File: src/rtl/pipe_hazard_ctrl_if.sv
// Hazard-controller bundle: hazard sources from the stage registers and the
// write-enable / flush controls fed back to them, plus performance counters.
interface pipe_hazard_ctrl_if;
  logic        ID_EX_MemRead;
  logic [4:0]  ID_EX_RegisterRt;
  logic [4:0]  IF_ID_RegisterRs;
  logic [4:0]  IF_ID_RegisterRt;
  logic        IF_ID_Halt;
  logic        BranchTaken;
  logic        EX_MEM_MemAccess;
  logic        DMemReady;

  logic        PCWrite;
  logic        IF_ID_Write;
  logic        ID_EX_Write;
  logic        EX_MEM_Write;
  logic        IF_ID_Flush;
  logic        ID_EX_Bubble;
  logic        EX_MEM_Bubble;
  logic        MEM_WB_Bubble;
  logic        Halted;
  logic        Fault;
  logic [31:0] StallCount;
  logic [31:0] FlushCount;

  modport master (
    input  ID_EX_MemRead, ID_EX_RegisterRt, IF_ID_RegisterRs, IF_ID_RegisterRt,
           IF_ID_Halt, BranchTaken, EX_MEM_MemAccess, DMemReady,
    output PCWrite, IF_ID_Write, ID_EX_Write, EX_MEM_Write,
           IF_ID_Flush, ID_EX_Bubble, EX_MEM_Bubble, MEM_WB_Bubble,
           Halted, Fault, StallCount, FlushCount
  );

  modport slave (
    output ID_EX_MemRead, ID_EX_RegisterRt, IF_ID_RegisterRs, IF_ID_RegisterRt,
           IF_ID_Halt, BranchTaken, EX_MEM_MemAccess, DMemReady,
    input  PCWrite, IF_ID_Write, ID_EX_Write, EX_MEM_Write,
           IF_ID_Flush, ID_EX_Bubble, EX_MEM_Bubble, MEM_WB_Bubble,
           Halted, Fault, StallCount, FlushCount
  );
endinterface

File: src/rtl/pipe_hazard_ctrl.sv
// Central stall/flush controller for the five-stage MIPS pipeline (Mealy FSM).
// Optional performance counters are built only when PIPE_PERF_CNT_EN is defined.
module pipe_hazard_ctrl #(
  parameter int MEM_TIMEOUT = 16
) (
  input logic CLK,
  input logic RST,
  pipe_hazard_ctrl_if.master hz
);

  localparam int TW = $clog2(MEM_TIMEOUT + 2);

  typedef enum logic [2:0] {
    RUN      = 3'd0,
    MEM_WAIT = 3'd1,
    DRAIN    = 3'd2,
    HALTED   = 3'd3,
    FAULT    = 3'd4
  } stateE;

  stateE         state, nextState;
  logic [TW-1:0] timeoutCnt, nextTimeout;
  logic [1:0]    drainCnt, nextDrain;

  logic memWait, loadUse;
  logic freeze, runPri, lockAll;
  logic pcWrite, ifIdWrite, idExWrite, exMemWrite;
  logic ifIdFlush, idExBubble, exMemBubble, memWbBubble;
  logic halted, fault;

  function automatic logic [TW-1:0] satIncTout(input logic [TW-1:0] v);
    return (v == {TW{1'b1}}) ? v : v + TW'(1);
  endfunction

  assign memWait = hz.EX_MEM_MemAccess & ~hz.DMemReady;
  assign loadUse = hz.ID_EX_MemRead && (hz.ID_EX_RegisterRt != 5'd0) &&
                   ((hz.ID_EX_RegisterRt == hz.IF_ID_RegisterRs) ||
                    (hz.ID_EX_RegisterRt == hz.IF_ID_RegisterRt));

  always_ff @(posedge CLK or posedge RST) begin
    if (RST) begin
      state      <= RUN;
      timeoutCnt <= '0;
      drainCnt   <= '0;
    end else begin
      state      <= nextState;
      timeoutCnt <= nextTimeout;
      drainCnt   <= nextDrain;
    end
  end

  always_comb begin
    nextState   = state;
    nextTimeout = timeoutCnt;
    nextDrain   = drainCnt;
    case (state)
      RUN: begin
        if (memWait) begin
          nextState   = MEM_WAIT;
          nextTimeout = TW'(1);
        end else if (!hz.BranchTaken && hz.IF_ID_Halt) begin
          nextState = DRAIN;
          nextDrain = 2'd3;
        end
      end
      MEM_WAIT: begin
        if (!hz.DMemReady) begin
          nextTimeout = satIncTout(timeoutCnt);
          if ((MEM_TIMEOUT != 0) && (timeoutCnt == TW'(MEM_TIMEOUT)))
            nextState = FAULT;
        end else if (!hz.BranchTaken && hz.IF_ID_Halt) begin
          nextState = DRAIN;
          nextDrain = 2'd3;
        end else begin
          nextState = RUN;
        end
      end
      DRAIN: begin
        // A memory stall freezes the drain too, so the count only moves on live cycles.
        if (!memWait) begin
          nextDrain = drainCnt - 2'd1;
          if (drainCnt == 2'd1)
            nextState = HALTED;
        end
      end
      HALTED, FAULT: nextState = state;
      default: nextState = RUN;
    endcase
  end

  always_comb begin
    pcWrite     = 1'b1;
    ifIdWrite   = 1'b1;
    idExWrite   = 1'b1;
    exMemWrite  = 1'b1;
    ifIdFlush   = 1'b0;
    idExBubble  = 1'b0;
    exMemBubble = 1'b0;
    memWbBubble = 1'b0;
    halted      = 1'b0;
    fault       = 1'b0;
    freeze      = 1'b0;
    runPri      = 1'b0;
    lockAll     = 1'b0;

    if (RST) begin
      lockAll = 1'b1;
    end else begin
      case (state)
        RUN:      if (memWait) freeze = 1'b1; else runPri = 1'b1;
        MEM_WAIT: if (!hz.DMemReady) freeze = 1'b1; else runPri = 1'b1;
        DRAIN: begin
          if (memWait) begin
            freeze = 1'b1;
          end else begin
            pcWrite    = 1'b0;
            ifIdWrite  = 1'b0;
            idExBubble = 1'b1;
            // Squash the younger instructions but keep PC frozen: the core is halting.
            if (hz.BranchTaken) begin
              ifIdFlush   = 1'b1;
              exMemBubble = 1'b1;
            end
          end
        end
        HALTED: begin
          lockAll = 1'b1;
          halted  = 1'b1;
        end
        FAULT: begin
          lockAll = 1'b1;
          fault   = 1'b1;
        end
        default: lockAll = 1'b1;
      endcase
    end

    if (lockAll) begin
      pcWrite     = 1'b0;
      ifIdWrite   = 1'b0;
      idExWrite   = 1'b0;
      exMemWrite  = 1'b0;
      ifIdFlush   = 1'b1;
      idExBubble  = 1'b1;
      exMemBubble = 1'b1;
      memWbBubble = 1'b1;
    end

    if (freeze) begin
      pcWrite     = 1'b0;
      ifIdWrite   = 1'b0;
      idExWrite   = 1'b0;
      exMemWrite  = 1'b0;
      memWbBubble = 1'b1;
    end

    // Branch outranks halt and load-use: both belong to instructions being squashed.
    if (runPri) begin
      if (hz.BranchTaken) begin
        ifIdFlush   = 1'b1;
        idExBubble  = 1'b1;
        exMemBubble = 1'b1;
      end else if (hz.IF_ID_Halt || loadUse) begin
        pcWrite    = 1'b0;
        ifIdWrite  = 1'b0;
        idExBubble = 1'b1;
      end
    end
  end

  assign hz.PCWrite       = pcWrite;
  assign hz.IF_ID_Write   = ifIdWrite;
  assign hz.ID_EX_Write   = idExWrite;
  assign hz.EX_MEM_Write  = exMemWrite;
  assign hz.IF_ID_Flush   = ifIdFlush;
  assign hz.ID_EX_Bubble  = idExBubble;
  assign hz.EX_MEM_Bubble = exMemBubble;
  assign hz.MEM_WB_Bubble = memWbBubble;
  assign hz.Halted        = halted;
  assign hz.Fault         = fault;

`ifdef PIPE_PERF_CNT_EN
  logic [31:0] stallCount, flushCount;
  logic        liveState;

  function automatic logic [31:0] satInc32(input logic [31:0] v);
    return (v == 32'hFFFF_FFFF) ? v : v + 32'd1;
  endfunction

  assign liveState = (state == RUN) || (state == MEM_WAIT) || (state == DRAIN);

  always_ff @(posedge CLK or posedge RST) begin
    if (RST) begin
      stallCount <= '0;
      flushCount <= '0;
    end else begin
      if (liveState && (!pcWrite || !ifIdWrite))
        stallCount <= satInc32(stallCount);
      if (liveState && ifIdFlush)
        flushCount <= satInc32(flushCount);
    end
  end

  assign hz.StallCount = stallCount;
  assign hz.FlushCount = flushCount;
`else
  assign hz.StallCount = 32'd0;
  assign hz.FlushCount = 32'd0;
`endif

endmodule

File: src/flat_wrapper.sv
// flat-port wrapper written by rule: the top's interface ports become plain ports
module pipe_hazard_ctrl_flat 
#(
  parameter int MEM_TIMEOUT = 16
)
  (CLK, RST, hz_ID_EX_MemRead, hz_ID_EX_RegisterRt, hz_IF_ID_RegisterRs, hz_IF_ID_RegisterRt, hz_IF_ID_Halt, hz_BranchTaken, hz_EX_MEM_MemAccess, hz_DMemReady, hz_PCWrite, hz_IF_ID_Write, hz_ID_EX_Write, hz_EX_MEM_Write, hz_IF_ID_Flush, hz_ID_EX_Bubble, hz_EX_MEM_Bubble, hz_MEM_WB_Bubble, hz_Halted, hz_Fault, hz_StallCount, hz_FlushCount);
  pipe_hazard_ctrl_if hz_i ();
  input logic CLK;
  input logic RST;
  input wire logic [$bits(hz_i.ID_EX_MemRead)-1:0] hz_ID_EX_MemRead;
  input wire logic [$bits(hz_i.ID_EX_RegisterRt)-1:0] hz_ID_EX_RegisterRt;
  input wire logic [$bits(hz_i.IF_ID_RegisterRs)-1:0] hz_IF_ID_RegisterRs;
  input wire logic [$bits(hz_i.IF_ID_RegisterRt)-1:0] hz_IF_ID_RegisterRt;
  input wire logic [$bits(hz_i.IF_ID_Halt)-1:0] hz_IF_ID_Halt;
  input wire logic [$bits(hz_i.BranchTaken)-1:0] hz_BranchTaken;
  input wire logic [$bits(hz_i.EX_MEM_MemAccess)-1:0] hz_EX_MEM_MemAccess;
  input wire logic [$bits(hz_i.DMemReady)-1:0] hz_DMemReady;
  output wire logic [$bits(hz_i.PCWrite)-1:0] hz_PCWrite;
  output wire logic [$bits(hz_i.IF_ID_Write)-1:0] hz_IF_ID_Write;
  output wire logic [$bits(hz_i.ID_EX_Write)-1:0] hz_ID_EX_Write;
  output wire logic [$bits(hz_i.EX_MEM_Write)-1:0] hz_EX_MEM_Write;
  output wire logic [$bits(hz_i.IF_ID_Flush)-1:0] hz_IF_ID_Flush;
  output wire logic [$bits(hz_i.ID_EX_Bubble)-1:0] hz_ID_EX_Bubble;
  output wire logic [$bits(hz_i.EX_MEM_Bubble)-1:0] hz_EX_MEM_Bubble;
  output wire logic [$bits(hz_i.MEM_WB_Bubble)-1:0] hz_MEM_WB_Bubble;
  output wire logic [$bits(hz_i.Halted)-1:0] hz_Halted;
  output wire logic [$bits(hz_i.Fault)-1:0] hz_Fault;
  output wire logic [$bits(hz_i.StallCount)-1:0] hz_StallCount;
  output wire logic [$bits(hz_i.FlushCount)-1:0] hz_FlushCount;
  assign hz_i.ID_EX_MemRead = hz_ID_EX_MemRead;
  assign hz_i.ID_EX_RegisterRt = hz_ID_EX_RegisterRt;
  assign hz_i.IF_ID_RegisterRs = hz_IF_ID_RegisterRs;
  assign hz_i.IF_ID_RegisterRt = hz_IF_ID_RegisterRt;
  assign hz_i.IF_ID_Halt = hz_IF_ID_Halt;
  assign hz_i.BranchTaken = hz_BranchTaken;
  assign hz_i.EX_MEM_MemAccess = hz_EX_MEM_MemAccess;
  assign hz_i.DMemReady = hz_DMemReady;
  assign hz_PCWrite = hz_i.PCWrite;
  assign hz_IF_ID_Write = hz_i.IF_ID_Write;
  assign hz_ID_EX_Write = hz_i.ID_EX_Write;
  assign hz_EX_MEM_Write = hz_i.EX_MEM_Write;
  assign hz_IF_ID_Flush = hz_i.IF_ID_Flush;
  assign hz_ID_EX_Bubble = hz_i.ID_EX_Bubble;
  assign hz_EX_MEM_Bubble = hz_i.EX_MEM_Bubble;
  assign hz_MEM_WB_Bubble = hz_i.MEM_WB_Bubble;
  assign hz_Halted = hz_i.Halted;
  assign hz_Fault = hz_i.Fault;
  assign hz_StallCount = hz_i.StallCount;
  assign hz_FlushCount = hz_i.FlushCount;
  pipe_hazard_ctrl #(.MEM_TIMEOUT(MEM_TIMEOUT)) u_core (.CLK(CLK), .RST(RST), .hz(hz_i));
endmodule
File: config.mk
export PLATFORM = sky130hd
export DESIGN_NAME = pipe_hazard_ctrl_flat
export DESIGN_NICKNAME = d
export VERILOG_FILES = /design/src/rtl/pipe_hazard_ctrl_if.sv /design/src/rtl/pipe_hazard_ctrl.sv /design/src/flat_wrapper.sv
export SDC_FILE = /design/constraint.sdc
export NUM_CORES = 1
export LEC_CHECK = 0
export CAP_MARGIN = 15
export CORE_MARGIN = 2
export CORE_UTILIZATION = 36
export CTS_BUF_LIST = sky130_fd_sc_hd__clkbuf_8
export DETAILED_ROUTE_END_ITERATION = 8
export PLACE_DENSITY = 0.83
export REMOVE_ABC_BUFFERS = 1
export SYNTH_ARGS = -nofsm -noshare
export SYNTH_HDL_FRONTEND = slang
export SYNTH_SLANG_ARGS = --single-unit
File: constraint.sdc
create_clock -name CLK -period 2.21 [get_ports CLK]
set_clock_uncertainty 0.2 [all_clocks]
set_input_delay 0.442 -clock CLK [delete_from_list [all_inputs] [get_ports CLK]]
set_output_delay 0.442 -clock CLK [all_outputs]
set_load 0.05 [all_outputs]
-- Yosys cells after proc, flatten, opt, wreduce, memory -nomap -nowiden
Index checks and enable logic that the tools add are counted.
- register bits: 10
- bits of input ports: 22
- logic and storage cells: 97
- add/sub/neg operators: 2
- eq/ne operators: 18
- multiplexer cells: 55
- bitwise gates (word level): 3
- reductions and logical operators: 16
- operators with widths (cell ; count):
    two-way mux 1 bit ; 36
    two-way mux 3 bit ; 6
    two-way mux 5 bit ; 3
    case mux 3 bit (4 select lines) ; 1
    equality test 5 bit ; 2
    equality test 5 bit (second input constant) ; 2
    two-way mux 2 bit ; 5
    != test 2 bit (second input constant) ; 5
    case mux 5 bit (2 select lines) ; 1
    AND reduction 4 bit ; 2
    equality test 3 x 2 -> 1 bit (second input constant) ; 2
    case mux 2 bit (3 select lines) ; 1
    adder 5 x 1 -> 5 bit (second input constant) ; 1
    AND reduction 5 bit ; 1
    nonzero test 5 bit ; 1
    != test 2 x 1 -> 1 bit (second input constant) ; 2
    case mux 1 bit (2 select lines) ; 2
    OR reduction 2 bit ; 2
    equality test 3 x 1 -> 1 bit (second input constant) ; 1
    equality test 3 bit (second input constant) ; 1
    logical AND 1 bit ; 3
    zero test 3 bit ; 1
    != test 3 x 1 -> 1 bit (second input constant) ; 1
    != test 3 x 2 -> 1 bit (second input constant) ; 1
    other kinds (9) ; 11

-- Longest topological paths before layout
Gate-level depths: netlist (run 1).
- word-level depth: 10
- gate-level depth with buffers: 7

-- Least setup slack after synthesis (run 1)
OpenSTA, ideal clock, no wires.
- kind: register to output
- from: register u_core.state[0]
- to: output hz_Fault
- arrival time: 2.189 ns
- required time: 1.568 ns
- setup slack: -0.621 ns
- stages on the path, launching flop included: 3
- cell sequence: dfrtp_1 -> buf_2 -> nor4b_1
- word-level cells in the longest chain between the ends: 3
- RTL lines (element ; line ; text):
    start, declared ; pipe_hazard_ctrl.sv:21 ; stateE state, nextState;
    start signal, assigned ; pipe_hazard_ctrl.sv:46 ; state <= nextState;
    equality test 3 bit ; pipe_hazard_ctrl.sv:109 ; case (state)
    two-way mux 1 bit ; pipe_hazard_ctrl.sv:109 ;
    two-way mux 1 bit ; pipe_hazard_ctrl.sv:106 ; if (RST) begin
    end, declared ; flat_wrapper.sv:27 ; output wire logic [$bits(hz_i.Fault)-1:0] hz_Fault;
Every way passes these cells.

-- Worst setup path in the final report (run 1)
- from: input hz_ID_EX_RegisterRt[2]
- to: output hz_ID_EX_Bubble
- word-level cells in the longest chain between the ends: 7
- elaborated cells between the ends (all ways): 10
- RTL lines (element ; line ; text):
    start, declared ; flat_wrapper.sv:11 ; input wire logic [$bits(hz_i.ID_EX_RegisterRt)-1:0] hz_ID_EX_RegisterRt;
    equality test 5 bit (tied with other cells) ; pipe_hazard_ctrl.sv:37 ; ((hz.ID_EX_RegisterRt == hz.IF_ID_RegisterRs) ||
    logical OR 1 bit / logical AND 1 bit (equally long branches) ; pipe_hazard_ctrl.sv:37, pipe_hazard_ctrl.sv:36 ;
    logical AND 1 bit * ; pipe_hazard_ctrl.sv:36 ; assign loadUse = hz.ID_EX_MemRead && (hz.ID_EX_RegisterRt != 5'd0) &&
    logical OR 1 bit * ; pipe_hazard_ctrl.sv:163 ; end else if (hz.IF_ID_Halt || loadUse) begin
    two-way mux 1 bit * ; pipe_hazard_ctrl.sv:163 ;
    two-way mux 1 bit * ; pipe_hazard_ctrl.sv:159 ; if (hz.BranchTaken) begin
    two-way mux 1 bit * ; pipe_hazard_ctrl.sv:158 ; if (runPri) begin
    end, declared ; flat_wrapper.sv:23 ; output wire logic [$bits(hz_i.ID_EX_Bubble)-1:0] hz_ID_EX_Bubble;
Mark *: on every way between the ends. The rest lies on a longest branch, timed or not.

==> results.toml, run 1 <==
[status]
status = "finished with violations"
violations = "negative setup slack"

[floorplan]
dieArea_um2 = 4330
rows = 22
core_area_um2 = 3660
die_h_um = 65.8
start_util_pct = 37.6
die_w_um = 65.8
io_pins = 96

[routing]
drt-initial-drc-count = 27
routedWlPerCell_um = 11.7
vias = 1205
drt_pass1_iterations = 4
vias_per_cell = 4.32
ant_nets = 0
wirelength_um = 3260
remaining_drc_errors = 0

[power_and_ir_drop]
pwr_density_cell_nw_per_um2 = 959
ir_drop_mv = 0.380
finalPower_mw = 1.85
p_leak_nw = 0.975

[global_routing]
grt_pass1_wl_um = 4730
grt-ovfl-total = 0
antenna_found_initial = 0
grt_usage_pct = 14.4
grt_pass1_vias = 1054
grt_max_degree = 11

[setup_path]
startpoint_type = "primary input"
slowest_delay_ps = 520
crit_path_max_fanout = 2
crit_type = "in -> out"
critPathCaptureType = "output pin"
cp_top_family = "simple AND/OR/NAND/NOR gates"
cp_slowest_cell = "or4_4"
path_buf_inv = 2
crit_chain = "buf_6, or4_4, o21a_1, o41ai_2, a21oi_1, buf_4"
crit_arrival_ps = 1740
crit_required_ps = 1570

[clocking]
cts-root-buf = "clkbuf_8"
cts.reportedPaths.clkPinSlew_ps = 50
cts_tree = "built"
cts_made_buffers = 3
clockBufferDepth = 2
hold_buffers = 0
cts_sinks = 10
clock_latency_ps = 240
h-tree-depth = 1

[run]
drv_cap = 0

[yosys]
synth-edff-count = 0
synth_ff_type = "dfrtp_1"
yosysUniqueCellTypes = 37
yosys_register_bits = 10
avgSynthCellArea_um2 = 7.99
synthArstFlopShare_pct = 100
synth_cells = 172
yosys_warnings = 0
yosysSeqAreaShare_pct = 18.2
syn-cell-area_um2 = 1380

[finish]
final_cells = 279
num_antenna_cells = 0
final_core_util_pct = 52.8
drive_above_1_share_pct = 30.7
multiInputGateArea_um2 = 906
nNetsFinal = 259
regArea_um2 = 250
fillCellCount = 337
area_growth_pct = 40.5

[timing]
finalHoldWorstSlack_ps = 296
setup_ws_ps = -172
grt_setup_unrepaired = "yes"
period_share_pct = 108
finalMaxSlewViolations = 0
post-route-min-period_ps = 2380
max_freq_ghz = 0.420
finalSetupViolCount = 3
hold_violations = 0

[placed_design]
placed_cells_incl_taps = 270
hpwl_um = 2480
gp_congestion = 0.937
port_buffers = 31

[worst_hold_path]
hp-class = "reg -> reg"
[synth_stat cells, types with 4 or more instances]
cell type / instances / area share, %
nand2_1: 7 / 1.9
buf_4: 67 / 37
dfrtp_1: 10 / 18
nor2_1: 5 / 1.4
a21oi_1: 8 / 2.9
ha_1: 4 / 3.6
nor3_1: 4 / 1.5
inv_1: 9 / 2.5
o21ai_0: 6 / 2.2
xor2_1: 12 / 7.6
[routing by layer]
metal  routed length [um]  track usage, %  vias to the layer above
met1                 1160            15.9                      546
met5                    0               0                        -
met3                  338            3.58                        7
met2                 1680            25.8                       80
met4                   76            6.51                        0
li1                     -               -                      572
[kinds of logic (layout without fill, tap and decap cells)]
family | Yosys count | count (layout) | share of synthesized area (%)
compound gates | 28 | 28 | 14.2
xor+xnor | 12 | 12 | 7.64
fa+ha+maj | 4 | 4 | 3.64
buf+inv | 79 | 75 | 40.1
flops | 10 | 10 | 18.2
mux | 1 | 1 | 0.819
other cells | 1 | 64 | 0.273
simple gates | 37 | 37 | 15.1
[flip-flops by register name, summed over array words and instances (netlist names)]
register / flops
u_core.state: 3
u_core.timeoutCnt: 5
u_core.drainCnt: 2
[area by class of cell]
cell class	instances	share of cell area, %
Timing Repair Buffer	63	33.0
Multi-Input combinational cell	146	46.9
Inverter	9	1.94
Sequential cell	10	13.0
Clock buffer	3	2.14
Tap cell	48	3.11
[repair_timing]
item,in CTS,in global routing
setup buffers,3,6
resized for setup,57,16
endpoints found under the hold margin,0,0
pin swaps,18,7
setup endpoints to repair,9,10
[final timing paths]
check                                          startpoint                          endpoint  slack (ps)  cells past startpoint
min in group asynchronous                             RST    u_core.drainCnt[1]$_DFFE_PP0P_         380                      3
max                                hz_ID_EX_RegisterRt[2]                   hz_ID_EX_Bubble        -170                      6
min reg2reg                u_core.drainCnt[1]$_DFFE_PP0P_    u_core.drainCnt[1]$_DFFE_PP0P_         300                      1
max reg2reg                   u_core.state[0]$_DFFE_PP0P_       u_core.state[2]$_DFFE_PP0P_         300                      7
max in group asynchronous                             RST  u_core.timeoutCnt[1]$_DFFE_PP0P_        1140                      3
min                        u_core.drainCnt[1]$_DFFE_PP0P_    u_core.drainCnt[1]$_DFFE_PP0P_         300                      1
[report_power, final]
group	internal, mW	leakage [nW]	switching [mW]
combinational	0.534	0.832	0.817
clock	0.119	0.0216	0.0731
sequential	0.251	0.121	0.0572
[layout by cell type, fill, tap and decap left out, drive strengths merged, types with 4 or more instances in the layout]
master	n
xor2	12
a21oi	8
conb	64
inv	8
o21ai	6
clkdlybuf4s15	5
ha	4
nand2	7
dlygate4sd2	7
nor3	4
nor2	5
buf	48
dfrtp	10
[metrics by stage]
step | cell area [um2] | setup WS [ps] | TNS [ps]
floorplan | 1090 | -712 | -3540
global placement | 1750 | -529 | -2800
detailed placement | 1750 | -579 | -2990
CTS | 1830 | -318 | -548
global route | 1930 | -234 | -585
finish | 1930 | -172 | -393
No activity file was read; power rests on OpenSTA's default activity.
==> inputs of run 2 (changes only) <==
- ABC_AREA: default -> 1
- CORE_UTILIZATION: 36 -> 37
- REMOVE_ABC_BUFFERS: 1 -> default
==> results.toml, run 2 <==
[clocking]
cts_sinks = 10
clock_latency_ps = 240
cts-root-buf = "clkbuf_8"
h-tree-depth = 1
clockBufferDepth = 2
hold_buffers = 0
cts_tree = "built"
cts_made_buffers = 3
cts.reportedPaths.clkPinSlew_ps = 50

[yosys]
synth_area_leaders = "buf_4 (34%), dfrtp_1 (17%), nand2_1 (12%), inv_1 (7.7%), nor2_1 (4.1%)"
synth_most_common_cell = "buf_4"
syn-cell-area_um2 = 1460
avgSynthCellArea_um2 = 6.57
yosysSeqAreaShare_pct = 17.2
synth_top_cell_by_area = "buf_4"
synth_ff_type = "dfrtp_1"
synthArstFlopShare_pct = 100
synth_top_area_share_pct = 34.5
synth-edff-count = 0
yosysUniqueCellTypes = 27
yosys_register_bits = 10
synth_common_cells = "buf_4 (67), nand2_1 (45), inv_1 (30)"
yosys_warnings = 0
synth_cells = 222

[finish]
regArea_um2 = 251
final_common_cell = "conb_1"
area_growth_pct = 30.8
fillCellCount = 352
largest_register_ffs = 5
largest-register = "u_core.timeoutCnt"
largestRegisters = "u_core.timeoutCnt (5), u_core.state (3), u_core.drainCnt (2)"
final_core_util_pct = 51.3
num_antenna_cells = 0
nNetsFinal = 301
final_cell_mix = "conb_1 (64), nand2_1 (39), inv_1 (22)"
drive_above_1_share_pct = 26.4
multiInputGateArea_um2 = 862

[timing]
hold_violations = 0
finalMaxSlewViolations = 0
fin_setup_tns_ps = -77.5
grt_setup_unrepaired = "yes"
period_share_pct = 102
max_freq_ghz = 0.445
finalSetupViolCount = 2
setup_ws_ps = -39.5
post-route-min-period_ps = 2250

[floorplan]
core_area_um2 = 3720
dieArea_um2 = 4460
start_util_pct = 39.3
die_w_um = 66.8
io_pins = 96
die_h_um = 66.8
rows = 22

[setup_path]
crit_type = "reg -> out"
crit_arrival_ps = 1610
crit_required_ps = 1570
slowest_delay_ps = 460
cp_slowest_cell = "dfrtp_2"
crit_path_max_fanout = 5
path_buf_inv = 2
crit_chain = "nand2_2, inv_4, nand2_4, o21ai_4, nor2_4, o21ai_2, a21oi_4, buf_12"
critPathCaptureType = "output pin"
cp_top_family = "flip-flops"
startpoint_type = "register"

[placed_design]
gp_congestion = 0.916
port_buffers = 31
pre_cts_ws_ps = -256
hpwl_um = 2280

[routing]
remaining_drc_errors = 0
vias = 1317
vias_per_cell = 4.10
drt_pass1_iterations = 4
ant_nets = 0
wirelength_um = 3190
routedWlPerCell_um = 9.93
drt-initial-drc-count = 108

[global_routing]
antenna_found_initial = 0
grt_usage_pct = 13.0
grt-ovfl-total = 0
grt_pass1_wl_um = 4550
grt_pass1_vias = 1069
grt_max_degree = 11

[power_and_ir_drop]
pwr_density_cell_nw_per_um2 = 1100
finalPower_mw = 2.10
p_leak_nw = 1.10
ir_drop_mv = 0.278

[status]
status = "finished with violations"
violations = "negative setup slack"

[worst_hold_path]
hp-class = "in -> async"

[run]
drv_cap = 0
-- run 2: layout make-up --
type / instances / area share, %
Inverter: 36 / 7.54
Sequential cell: 10 / 13.2
Timing Repair Buffer: 52 / 28.8
Clock buffer: 3 / 2.16
Tap cell: 48 / 3.15
Multi-Input combinational cell: 172 / 45.2
-- run 2: report_power, final --
group / switching (mW) / internal [mW]
clock network: 0.0727 / 0.119
logic: 0.970 / 0.626
registers: 0.0649 / 0.246
-- run 2: stage by stage --
| stage | hold WS [ps] | instance area, um2 | std cells |
|---|---|---|---|
| 2_1_floorplan | 47.9 | 1720 | 285 |
| 3_3_place_gp | 273 | 1730 | 304 |
| 3_5_place_dp | 277 | 1730 | 304 |
| 4_1_cts | 246 | 1840 | 313 |
| 5_1_grt | 279 | 1910 | 321 |
| 6_report | 256 | 1910 | 321 |
-- run 2: cells by family (layout without fill, tap and decap cells) --
kind of cell | Yosys count | in the layout | synth area share (%)
compound gates | 20 | 20 | 9.35
xor+xnor | 4 | 4 | 2.40
fa+ha+maj | 4 | 4 | 3.43
buf+inv | 103 | 91 | 43.7
flops | 10 | 10 | 17.2
other cells | 1 | 64 | 0.257
simple gates | 80 | 80 | 23.7
-- run 2: layer usage --
metal	global-route usage, %	vias to the layer above	wire, um	share of wire, %
met5	0	-	0	0
met4	5.36	0	46	1.4
met3	1.86	6	315	9.9
met1	14.9	578	1120	35
met2	24.0	85	1700	53
li1	-	648	-	-
-- run 2: timing repair --
item,in CTS,in global routing
pin swaps,11,3
endpoints found under the setup margin,8,7
gates resized for setup,38,10
buffers inserted,6,8
-- run 2: final timing paths --
check                      slack, ps                               end  depth (start not counted)                              from
max                              -40                    hz_IF_ID_Write                          8       u_core.state[0]$_DFFE_PP0P_
min                              260       u_core.state[2]$_DFFE_PP0P_                          3                               RST
max reg2reg                      470  u_core.timeoutCnt[3]$_DFFE_PP0P_                          9  u_core.timeoutCnt[0]$_DFFE_PP0P_
min reg2reg                      290    u_core.drainCnt[0]$_DFFE_PP0P_                          1    u_core.drainCnt[0]$_DFFE_PP0P_
max in group asynchronous       1390       u_core.state[0]$_DFFE_PP0P_                          3                               RST
min in group CLK                 290    u_core.drainCnt[0]$_DFFE_PP0P_                          1    u_core.drainCnt[0]$_DFFE_PP0P_
-- run 2: tightest hold or removal path, stage by stage --
cell and delay, ps:
dlygate4sd2_1 290, clkinvlp_4 120, buf_4 190
